**config.mk**
```make
export PLATFORM = sky130hd
export DESIGN_NAME = vending_sequencer_flat
export DESIGN_NICKNAME = d
export VERILOG_FILES = /design/src/rtl/vending_sequencer_if.sv /design/src/rtl/vending_sequencer.sv /design/src/flat_wrapper.sv
export SDC_FILE = /design/constraint.sdc
export NUM_CORES = 1
export LEC_CHECK = 0
export CORE_ASPECT_RATIO = 1.75
export CORE_MARGIN = 5
export CORE_UTILIZATION = 61
export DETAILED_ROUTE_END_ITERATION = 10
export GPL_TIMING_DRIVEN = 0
export PLACE_DENSITY = 0.89
export SLEW_MARGIN = 10
export SYNTH_ARGS = -nofsm -noshare
export SYNTH_HDL_FRONTEND = slang
export SYNTH_SLANG_ARGS = --single-unit
```
**constraint.sdc**
```tcl
create_clock -name clk -period 8.65 [get_ports clk]
set_input_delay 0.865 -clock clk [delete_from_list [all_inputs] [get_ports clk]]
set_output_delay 0.865 -clock clk [all_outputs]
set_load 0.005 [all_outputs]
```
**src/rtl/vending_sequencer_if.sv**
```systemverilog
// Vending sequencer signal bundle.
// Groups the coin/select/return inputs and the actuator/status outputs of
// vending_sequencer so the controller and its environment share one port.
//   master : the machine front panel / environment (drives i_*, reads o_*)
//   slave  : the sequencer itself (reads i_*, drives o_*)
interface vending_sequencer_if #(
   parameter int unsigned NUM_ITEMS  = 4,
   parameter int unsigned NUM_COINS  = 3,
   parameter int unsigned TOTAL_BITS = 31
);
   logic [NUM_COINS-1:0]  i_input_coin;
   logic [NUM_ITEMS-1:0]  i_select_item;
   logic                  i_trigger_return;
   logic [NUM_ITEMS-1:0]  o_available_item;
   logic [NUM_ITEMS-1:0]  o_output_item;
   logic [NUM_COINS-1:0]  o_return_coin;
   logic                  o_coin_reject;
   logic [TOTAL_BITS-1:0] o_balance;
   logic                  o_busy;

   modport master (
      output i_input_coin, i_select_item, i_trigger_return,
      input  o_available_item, o_output_item, o_return_coin,
             o_coin_reject, o_balance, o_busy
   );

   modport slave (
      input  i_input_coin, i_select_item, i_trigger_return,
      output o_available_item, o_output_item, o_return_coin,
             o_coin_reject, o_balance, o_busy
   );
endinterface

```
**src/rtl/vending_sequencer.sv**
```systemverilog
// Vending machine top-level control FSM.
// Sole owner of the balance: accepts coins, dispenses the lowest selected
// affordable item, and returns change greedily (largest coin first) on
// request or after TIMEOUT inactive cycles.
// Ports:
//   clk     : clock, all state on rising edge
//   reset_n : asynchronous active-low reset (balance discarded, no change)
//   bus     : vending_sequencer_if.slave
//             i_input_coin / i_select_item / i_trigger_return in,
//             o_available_item (combinational), o_output_item, o_return_coin,
//             o_coin_reject, o_balance, o_busy (registered)
module vending_sequencer #(
   parameter int unsigned NUM_ITEMS   = 4,
   parameter int unsigned NUM_COINS   = 3,
   parameter int unsigned TOTAL_BITS  = 31,
   parameter int unsigned TIMEOUT     = 100,
   parameter int unsigned MAX_BALANCE = 10000
) (
   input logic                clk,
   input logic                reset_n,
   vending_sequencer_if.slave bus
);

   localparam logic [1:0] S_IDLE   = 2'd0;
   localparam logic [1:0] S_ACTIVE = 2'd1;
   localparam logic [1:0] S_RETURN = 2'd2;

   localparam int unsigned TW = $clog2(TIMEOUT + 1);

   function automatic logic [TOTAL_BITS-1:0] f_price(input int unsigned idx);
      case (idx)
         0:       return TOTAL_BITS'(400);
         1:       return TOTAL_BITS'(500);
         2:       return TOTAL_BITS'(1000);
         default: return TOTAL_BITS'(2000);
      endcase
   endfunction

   // Coin values must stay ascending in index; the change logic relies on it.
   function automatic logic [TOTAL_BITS-1:0] f_coin_value(input int unsigned idx);
      case (idx)
         0:       return TOTAL_BITS'(100);
         1:       return TOTAL_BITS'(500);
         default: return TOTAL_BITS'(1000);
      endcase
   endfunction

   logic [1:0]            r_state;
   logic [TOTAL_BITS-1:0] r_balance;
   logic [TW-1:0]         r_timer;
   logic [NUM_ITEMS-1:0]  r_output_item;
   logic [NUM_COINS-1:0]  r_return_coin;
   logic                  r_coin_reject;

   logic [TOTAL_BITS-1:0] w_coin_sum;
   logic                  w_coin_any;
   logic                  w_coin_accept;
   logic                  w_coin_refuse;
   logic [TOTAL_BITS-1:0] w_coin_add;
   logic [NUM_ITEMS-1:0]  w_sel_onehot;
   logic [TOTAL_BITS-1:0] w_sel_price;
   logic                  w_dispense;
   logic [TOTAL_BITS-1:0] w_debit;
   logic                  w_activity;
   logic [NUM_COINS-1:0]  w_eject;
   logic [TOTAL_BITS-1:0] w_eject_val;

   always_comb begin
      w_coin_sum = '0;
      for (int unsigned i = 0; i < NUM_COINS; i++) begin
         if (bus.i_input_coin[i]) w_coin_sum = w_coin_sum + f_coin_value(i);
      end
      w_coin_any    = |bus.i_input_coin;
      // The whole cycle's coins are taken or refused together; never in RETURN.
      w_coin_accept = w_coin_any && (r_state != S_RETURN) &&
                      ((r_balance + w_coin_sum) <= TOTAL_BITS'(MAX_BALANCE));
      w_coin_refuse = w_coin_any && !w_coin_accept;
      w_coin_add    = w_coin_accept ? w_coin_sum : '0;
   end

   // Descending scan so the lowest set select bit is the one left standing.
   always_comb begin
      w_sel_onehot = '0;
      w_sel_price  = '0;
      for (int unsigned i = NUM_ITEMS; i > 0; i--) begin
         if (bus.i_select_item[i-1]) begin
            w_sel_onehot      = '0;
            w_sel_onehot[i-1] = 1'b1;
            w_sel_price       = f_price(i-1);
         end
      end
      // Affordability uses the balance before this cycle's coins.
      w_dispense = (r_state == S_ACTIVE) && (|bus.i_select_item) &&
                   (w_sel_price <= r_balance);
      w_debit    = w_dispense ? w_sel_price : '0;
      w_activity = w_coin_accept || w_dispense;
   end

   // Ascending scan keeps the largest coin that still fits the balance.
   always_comb begin
      w_eject     = '0;
      w_eject_val = '0;
      for (int unsigned i = 0; i < NUM_COINS; i++) begin
         if (f_coin_value(i) <= r_balance) begin
            w_eject     = '0;
            w_eject[i]  = 1'b1;
            w_eject_val = f_coin_value(i);
         end
      end
   end

   always_ff @(posedge clk or negedge reset_n) begin
      if (!reset_n) begin
         r_state       <= S_IDLE;
         r_balance     <= '0;
         r_timer       <= '0;
         r_output_item <= '0;
         r_return_coin <= '0;
         r_coin_reject <= 1'b0;
      end else begin
         r_output_item <= '0;
         r_return_coin <= '0;
         r_coin_reject <= w_coin_refuse;
         case (r_state)
            S_IDLE: begin
               if (w_coin_accept) begin
                  r_balance <= r_balance + w_coin_sum;
                  r_timer   <= TW'(TIMEOUT);
                  r_state   <= S_ACTIVE;
               end
            end
            S_ACTIVE: begin
               r_balance <= r_balance + w_coin_add - w_debit;
               if (w_dispense) r_output_item <= w_sel_onehot;
               if (w_activity) r_timer <= TW'(TIMEOUT);
               else            r_timer <= r_timer - 1'b1;
               // Timer holds the inactive cycles still allowed; the last one
               // moves to RETURN.
               if (bus.i_trigger_return || (!w_activity && r_timer == TW'(1)))
                  r_state <= S_RETURN;
            end
            S_RETURN: begin
               // Leaving only once the balance reads 0 keeps o_busy high
               // through the final eject pulse.
               if (r_balance == '0) begin
                  r_state <= S_IDLE;
               end else begin
                  r_balance     <= r_balance - w_eject_val;
                  r_return_coin <= w_eject;
               end
            end
            default: r_state <= S_IDLE;
         endcase
      end
   end

   always_comb begin
      bus.o_available_item = '0;
      for (int unsigned i = 0; i < NUM_ITEMS; i++) begin
         if ((r_state == S_ACTIVE) && (f_price(i) <= r_balance))
            bus.o_available_item[i] = 1'b1;
      end
   end

   assign bus.o_output_item = r_output_item;
   assign bus.o_return_coin = r_return_coin;
   assign bus.o_coin_reject = r_coin_reject;
   assign bus.o_balance     = r_balance;
   assign bus.o_busy        = (r_state == S_RETURN);

endmodule

```
**src/flat_wrapper.sv**
```systemverilog
// flat-port wrapper written by rule: the top's interface ports become plain ports
module vending_sequencer_flat 
#(
   parameter int unsigned NUM_ITEMS   = 4,
   parameter int unsigned NUM_COINS   = 3,
   parameter int unsigned TOTAL_BITS  = 31,
   parameter int unsigned TIMEOUT     = 100,
   parameter int unsigned MAX_BALANCE = 10000
)
  (clk, reset_n, bus_i_input_coin, bus_i_select_item, bus_i_trigger_return, bus_o_available_item, bus_o_output_item, bus_o_return_coin, bus_o_coin_reject, bus_o_balance, bus_o_busy);
  vending_sequencer_if #(.NUM_ITEMS(NUM_ITEMS), .NUM_COINS(NUM_COINS), .TOTAL_BITS(TOTAL_BITS)) bus_i ();
  input logic clk;
  input logic reset_n;
  input wire logic [$bits(bus_i.i_input_coin)-1:0] bus_i_input_coin;
  input wire logic [$bits(bus_i.i_select_item)-1:0] bus_i_select_item;
  input wire logic [$bits(bus_i.i_trigger_return)-1:0] bus_i_trigger_return;
  output wire logic [$bits(bus_i.o_available_item)-1:0] bus_o_available_item;
  output wire logic [$bits(bus_i.o_output_item)-1:0] bus_o_output_item;
  output wire logic [$bits(bus_i.o_return_coin)-1:0] bus_o_return_coin;
  output wire logic [$bits(bus_i.o_coin_reject)-1:0] bus_o_coin_reject;
  output wire logic [$bits(bus_i.o_balance)-1:0] bus_o_balance;
  output wire logic [$bits(bus_i.o_busy)-1:0] bus_o_busy;
  assign bus_i.i_input_coin = bus_i_input_coin;
  assign bus_i.i_select_item = bus_i_select_item;
  assign bus_i.i_trigger_return = bus_i_trigger_return;
  assign bus_o_available_item = bus_i.o_available_item;
  assign bus_o_output_item = bus_i.o_output_item;
  assign bus_o_return_coin = bus_i.o_return_coin;
  assign bus_o_coin_reject = bus_i.o_coin_reject;
  assign bus_o_balance = bus_i.o_balance;
  assign bus_o_busy = bus_i.o_busy;
  vending_sequencer #(.NUM_ITEMS(NUM_ITEMS), .NUM_COINS(NUM_COINS), .TOTAL_BITS(TOTAL_BITS), .TIMEOUT(TIMEOUT), .MAX_BALANCE(MAX_BALANCE)) u_core (.clk(clk), .reset_n(reset_n), .bus(bus_i));
endmodule
```
# After elaboration in Yosys (flattened, before gate mapping)
# Index checks and enable logic that the tools add are counted.
[op_classes]
add_sub_neg = 7
n_lt_le_gt_ge = 7
n_eq_ne = 8
mux = 39
n_reduce_logical = 23
[ops]
columns = ["operator", "count"]
rows = [
  ["31-bit 2-to-1 mux", 7],
  ["31-bit adder", 3],
  ["31-bit case mux with 3 select lines", 1],
  ["9-bit by 31-bit <= comparator with 1-bit output (first input constant)", 2],
  ["11-bit 2-to-1 mux", 5],
  ["7-bit by 31-bit adder with 31-bit output", 1],
  ["10-bit by 31-bit <= comparator with 1-bit output (first input constant)", 1],
  ["11-bit by 31-bit <= comparator with 1-bit output", 1],
  ["11-bit by 31-bit <= comparator with 1-bit output (first input constant)", 1],
  ["31-bit by 14-bit <= comparator with 1-bit output (second input constant)", 1],
  ["7-bit by 31-bit <= comparator with 1-bit output (first input constant)", 1],
  ["31-bit logical NOT", 1],
  ["31-bit by 10-bit subtractor with 31-bit output", 1],
  ["31-bit subtractor", 1],
  ["7-bit 2-to-1 mux", 4],
  ["4-bit 2-to-1 mux", 6],
  ["7-bit case mux with 2 select lines", 1],
  ["1-bit logical AND", 10],
  ["10-bit 2-to-1 mux", 1],
  ["3-bit 2-to-1 mux", 3],
  ["9-bit 2-to-1 mux", 1],
  ["2-bit 2-to-1 mux", 4],
  ["7-bit by 1-bit equality test with 1-bit output (second input constant)", 1],
  ["7-bit by 1-bit subtractor with 7-bit output (second input constant)", 1],
  ["other kinds (15)", 25],
]
[totals]
reg_bits = 48
inputBits = 10
out_inout_bits = 44
wordCells = 90

# Longest topological paths before layout
[logic_depth]
word_depth = 14
depth_mapped = 30
depth_no_buf = 27

# Worst setup path after synthesis
# No wires, ideal clock.
[synth_path]
path_type = "input-to-reg"
from = "in bus_i_input_coin[0]"
to = "reg u_core.r_balance[14] (netlist: u_core.bus.o_balance[14])"
setup_ps = 80
t_arrival_ps = 6764
slack_ps = 1807
stages = 28
path_cell_list = "inv_1 > ha_1 > ha_1 > inv_1 > fa_1 > nand2b_1 > a21o_1 > a21o_1 > a211oi_1 > mux2i_1 > nand4_1 > nor3_4 > and2_1 > buf_4 > nand2_1 > fa_1 > inv_1 > ha_1 > a21oi_1 > nand2b_1 > nand3b_1 > a221oi_1 > o21ai_0 > a221oi_1 > xnor2_1 > o211a_1 > nand3b_1 > a2bb2oi_1"
[synth_via]
elab_chain_cells = 12
elab_cells_between_ends = 17
[synth_lines]
columns = ["element", "line", "rtl"]
rows = [
  ["start: declaration", "flat_wrapper.sv:14", "input wire logic [$bits(bus_i.i_input_coin)-1:0] bus_i_input_coin;"],
  ["7-bit 2-to-1 mux", "vending_sequencer.sv:71", "if (bus.i_input_coin[i]) w_coin_sum = w_coin_sum + f_coin_value(i);"],
  ["7-bit by 31-bit adder with 31-bit output", "vending_sequencer.sv:71", ""],
  ["31-bit 2-to-1 mux", "vending_sequencer.sv:71", ""],
  ["31-bit adder", "vending_sequencer.sv:71", ""],
  ["31-bit 2-to-1 mux", "vending_sequencer.sv:71", ""],
  ["31-bit adder", "vending_sequencer.sv:76, vending_sequencer.sv:127", ""],
  ["31-bit by 14-bit <= comparator with 1-bit output", "vending_sequencer.sv:76", "((r_balance + w_coin_sum) <= TOTAL_BITS'(MAX_BALANCE));"],
  ["1-bit logical AND", "vending_sequencer.sv:75", "w_coin_accept = w_coin_any && (r_state != S_RETURN) &&"],
  ["31-bit 2-to-1 mux", "vending_sequencer.sv:78", "w_coin_add = w_coin_accept ? w_coin_sum : '0;"],
  ["31-bit adder", "vending_sequencer.sv:133", "r_balance <= r_balance + w_coin_add - w_debit;"],
  ["31-bit subtractor", "vending_sequencer.sv:133", ""],
  ["31-bit case mux with 3 select lines", "vending_sequencer.sv:124", "case (r_state)"],
  ["end signal: assignment", "vending_sequencer.sv:127", "r_balance <= r_balance + w_coin_sum;"],
  ["end signal: assignment", "vending_sequencer.sv:133", ""],
  ["end signal: assignment", "vending_sequencer.sv:148", "r_balance <= r_balance - w_eject_val;"],
  ["end: declaration", "vending_sequencer.sv:49", "logic [TOTAL_BITS-1:0] r_balance;"],
]
# Several ways; a longest one is shown, not always the timed one. The select of a mux whose other input is x is not followed.
# A chain may end at the register's enable or synchronous reset.

# Worst setup path after layout
[layout_path]
from = "in bus_i_input_coin[1]"
to = "reg u_core.r_balance[30] (netlist: u_core.bus.o_balance[30])"
[layout_via]
elab_chain_cells = 10
elab_cells_between_ends = 15
[layout_lines]
columns = ["element", "line"]
rows = [
  ["31-bit 2-to-1 mux", "vending_sequencer.sv:71"],
  ["31-bit adder", "vending_sequencer.sv:71"],
  ["31-bit 2-to-1 mux", "vending_sequencer.sv:71"],
  ["31-bit adder", "vending_sequencer.sv:76, vending_sequencer.sv:127"],
  ["31-bit by 14-bit <= comparator with 1-bit output", "vending_sequencer.sv:76"],
  ["1-bit logical AND", "vending_sequencer.sv:75"],
  ["31-bit 2-to-1 mux", "vending_sequencer.sv:78"],
  ["31-bit adder", "vending_sequencer.sv:133"],
  ["31-bit subtractor", "vending_sequencer.sv:133"],
  ["31-bit case mux with 3 select lines", "vending_sequencer.sv:124"],
]
# Several ways; a longest one is shown, not always the timed one. The select of a mux whose other input is x is not followed.

==> qor.csv <==
stage,metric,value,unit
detailed_routing,routedWlPerCell,22.5,um
logic_synthesis,netlist_area,0.00743,sq mm
cts,cts_sinks,48,
cells_and_area,fin_nets,1141,
job,cap_violations,0,
logic_synthesis,synth_area_leaders,"ha_1, dfrtp_1, xnor2_1",
logic_synthesis,synth_edf_count,0,
sta,setup_slack,153,ps
global_routing,grt-ovfl-total,0,
sta,min_period,8500,ps
logic_synthesis,ys_seq_elements,48,
detailed_routing,routed_via_density,6.81,
detailed_routing,drc,0,
global_routing,antenna_found_initial,0,
setup_path,crit_path_max_fanout,10,
setup_path,arrival,8720,ps
cts,path_clk_slew,80,ps
logic_synthesis,synth_top_area_cell,ha_1,
pwr,power_density,470,mW/mm^2
setup_path,critPathCapture,u_core.bus.o_balance[30]$_DFFE_PN0P_,
cells_and_area,utilization,0.701,
sta,slew-limit-headroom,0.364,
logic_synthesis,async_reset_ff_frac,1.00,
cts,cts_hold_buf,0,
logic_synthesis,yosys.cell_types.count,82,
detailed_routing,vias,8044,
setup_path,max_stage_delay,660,ps
cells_and_area,syn2layout_area_growth,13.2,%
sta,hold-worst-slack,498,ps
cells_and_area,antenna_cells,0,
detailed_routing,first_pass_iters,5,
setup_path,crit_type,input port to flip-flop,
sta,hold_violations,0,
logic_synthesis,postSynthCellCount,952,
cts,htree_levels,2,
cts,cts_buffers,5,
cts,cts_root_buf,clkbuf_16,
placement,dp_hpwl,20.3,mm
logic_synthesis,yosysTopAreaCellShare,0.177,
logic_synthesis,ys_warn_count,0,
global_routing,grt_pass1_vias,8089,
detailed_routing,wirelength,26.6,mm
floorplanning,rows,53,
floorplanning,initial_utilization,0.619,
cts,clkLatencyLatePin,310,ps
detailed_routing,drt-initial-drc-count,642,
sta,slew_violations,0,
setup_path,crit_start,bus_i_input_coin[1],
pwr,power,0.00396,W
global_routing,track_usage,0.363,
cells_and_area,drive_gt1_frac,0.0620,
setup_path,worstReg2RegEnd,u_core.bus.o_balance[30]$_DFFE_PN0P_,
cells_and_area,final_common_cell,ha_1,
logic_synthesis,avgSynthCellArea,7.81,sq um
floorplanning,die_area,0.0146,sq mm
min_path,hp-class,input port to async pin,
cells_and_area,fillers,1020,
setup_path,cpMaxStageDelayCell,or4b_2,
cells_and_area,layout_common_cells,"ha_1, inv_1, nand2_1",
setup_path,timing.critical_path.required,8880,ps
setup_path,reg2reg_from,u_core.bus.o_balance[3]$_DFFE_PN0P_,
global_routing,grt_max_degree,35,
floorplanning,fp.dieH,156,um
placement,io_buffers,51,
placement,gp_congestion,1.05,
global_routing,grt_pass1_wl,41.3,mm
detailed_routing,detail-route-antenna-nets,0,
placement,place_ws,-712,ps
run_status,status,"finished, final reports clean",
setup_path,cp-start-kind,input port,
setup_path,cp-end-kind,flip-flop,
setup_path,r2r_slack,1190,ps
pwr,vdd_drop_max,0.000288,V
setup_path,rr_worst_depth,26,
sta,max_freq,118,MHz
logic_synthesis,synth_nets,1078,
cts,tritoncts,built,
floorplanning,fp.coreArea,0.0120,sq mm
pwr,p_leak,3.67,nW
floorplanning,ios,54,
sta,setup_viol,0,
cts,cts_buffer_depth,2,
sta,max_slew.worst_pin.slew,951,ps
logic_synthesis,ys_seq_area_frac,0.162,
logic_synthesis,synthFlopType,dfrtp_1,
sta,skew,10.5,ps
floorplanning,die_w,93.5,um
sta,fin_crit_sh,0.982,
## worst max-delay path, delay by kind of cell
kind	cells	cell delay, ps
compound gates	10	2130
fa+ha+maj	5	2200
buf+inv	6	1080
mux	1	310
simple gates	8	2120
## what timing repair did
item	CTS	global route
pin swaps	0	2
gates resized for setup	2	5
setup buffers	0	4
setup endpoints to repair	10	12
## synth_stat cells (all sizes together), types with 9 or more instances
master / number
ha: 105
inv: 87
nand2: 80
a21oi: 72
nor2: 72
dfrtp: 48
o21ai: 47
xnor2: 44
nor3: 39
nand3: 28
a21o: 20
o22ai: 18
clkbuf: 17
a211oi: 14
xor2: 14
a31oi: 13
buf: 13
and3: 11
fa: 11
nand2b: 11
nor2b: 11
or3: 11
a221oi: 10
a22oi: 9
nand4: 9
nor4: 9
o2111ai: 9
## per-stage QoR
stage | setup TNS, ps | cell area, sq um | std cells
2_1_floorplan | 0 | 7430 | 952
3_3_place_gp | -4140 | 8150 | 1168
3_5_place_dp | -5140 | 8170 | 1169
4_1_cts | 0 | 8360 | 1177
5_1_grt | -64.2 | 8420 | 1181
6_report | 0 | 8420 | 1181
## report_power, final
part	switching [W]	leakage, nW	total (W)	internal [W]
clock network	0.000107	0.0804	0.000245	0.000138
logic	0.00196	2.97	0.00322	0.00126
registers	0.000184	0.619	0.000490	0.000307
total	0.00225	3.67	0.00396	0.00171
## routing by layer
metal  up-vias  GRT usage  wire (um)
met4         0      0.333       2780
met1      3718      0.367       8880
met3       203     0.0724       2210
met5         -          0          0
met2       507      0.617      12700
li1       3616          -          -
## flip-flops by register name (all words and copies together), names as in the netlist
signal / cells
u_core.r_timer: 7
u_core.r_state: 2
u_core.bus.o_output_item: 4
u_core.bus.o_coin_reject: 1
u_core.bus.o_balance: 31
u_core.bus.o_return_coin: 3
## worst min path at each step
| stage | start | to | depth (start not counted) |
|---|---|---|---|
| global placement | u_core.r_timer[4]$_DFFE_PN0P_ | u_core.r_timer[4]$_DFFE_PN0P_ | 1 |
| CTS | reset_n | u_core.bus.o_coin_reject$_DFF_PN0_ | 1 |
| detailed placement | u_core.r_timer[6]$_DFFE_PN0P_ | u_core.r_timer[6]$_DFFE_PN0P_ | 1 |
| global route | reset_n | u_core.bus.o_coin_reject$_DFF_PN0_ | 1 |
| finish | reset_n | u_core.bus.o_coin_reject$_DFF_PN0_ | 1 |
| floorplan | u_core.r_timer[4]$_DFFE_PN0P_ | u_core.r_timer[4]$_DFFE_PN0P_ | 1 |
## cells by family (layout without fill, tap and decap cells)
family,Yosys count,in the layout,synth area share
mux,10,10,0.0143
xor+xnor,58,58,0.0683
fa+ha+maj,116,116,0.206
buf+inv,117,181,0.0655
compound gates,293,293,0.276
flops,48,48,0.162
simple gates,310,310,0.208
## area by class of cell
class,count,area (sq um),share of cell area
well taps,165,206,0.0245
clock buffers,5,125,0.0149
repair buffers,56,556,0.0660
multi-input cells,787,5800,0.689
flip-flops and latches,48,1200,0.143
plain buffers,30,160,0.0190
inverters,87,327,0.0388
clock inverters,3,46.3,0.00550
Power figures use the tool's default switching activity.
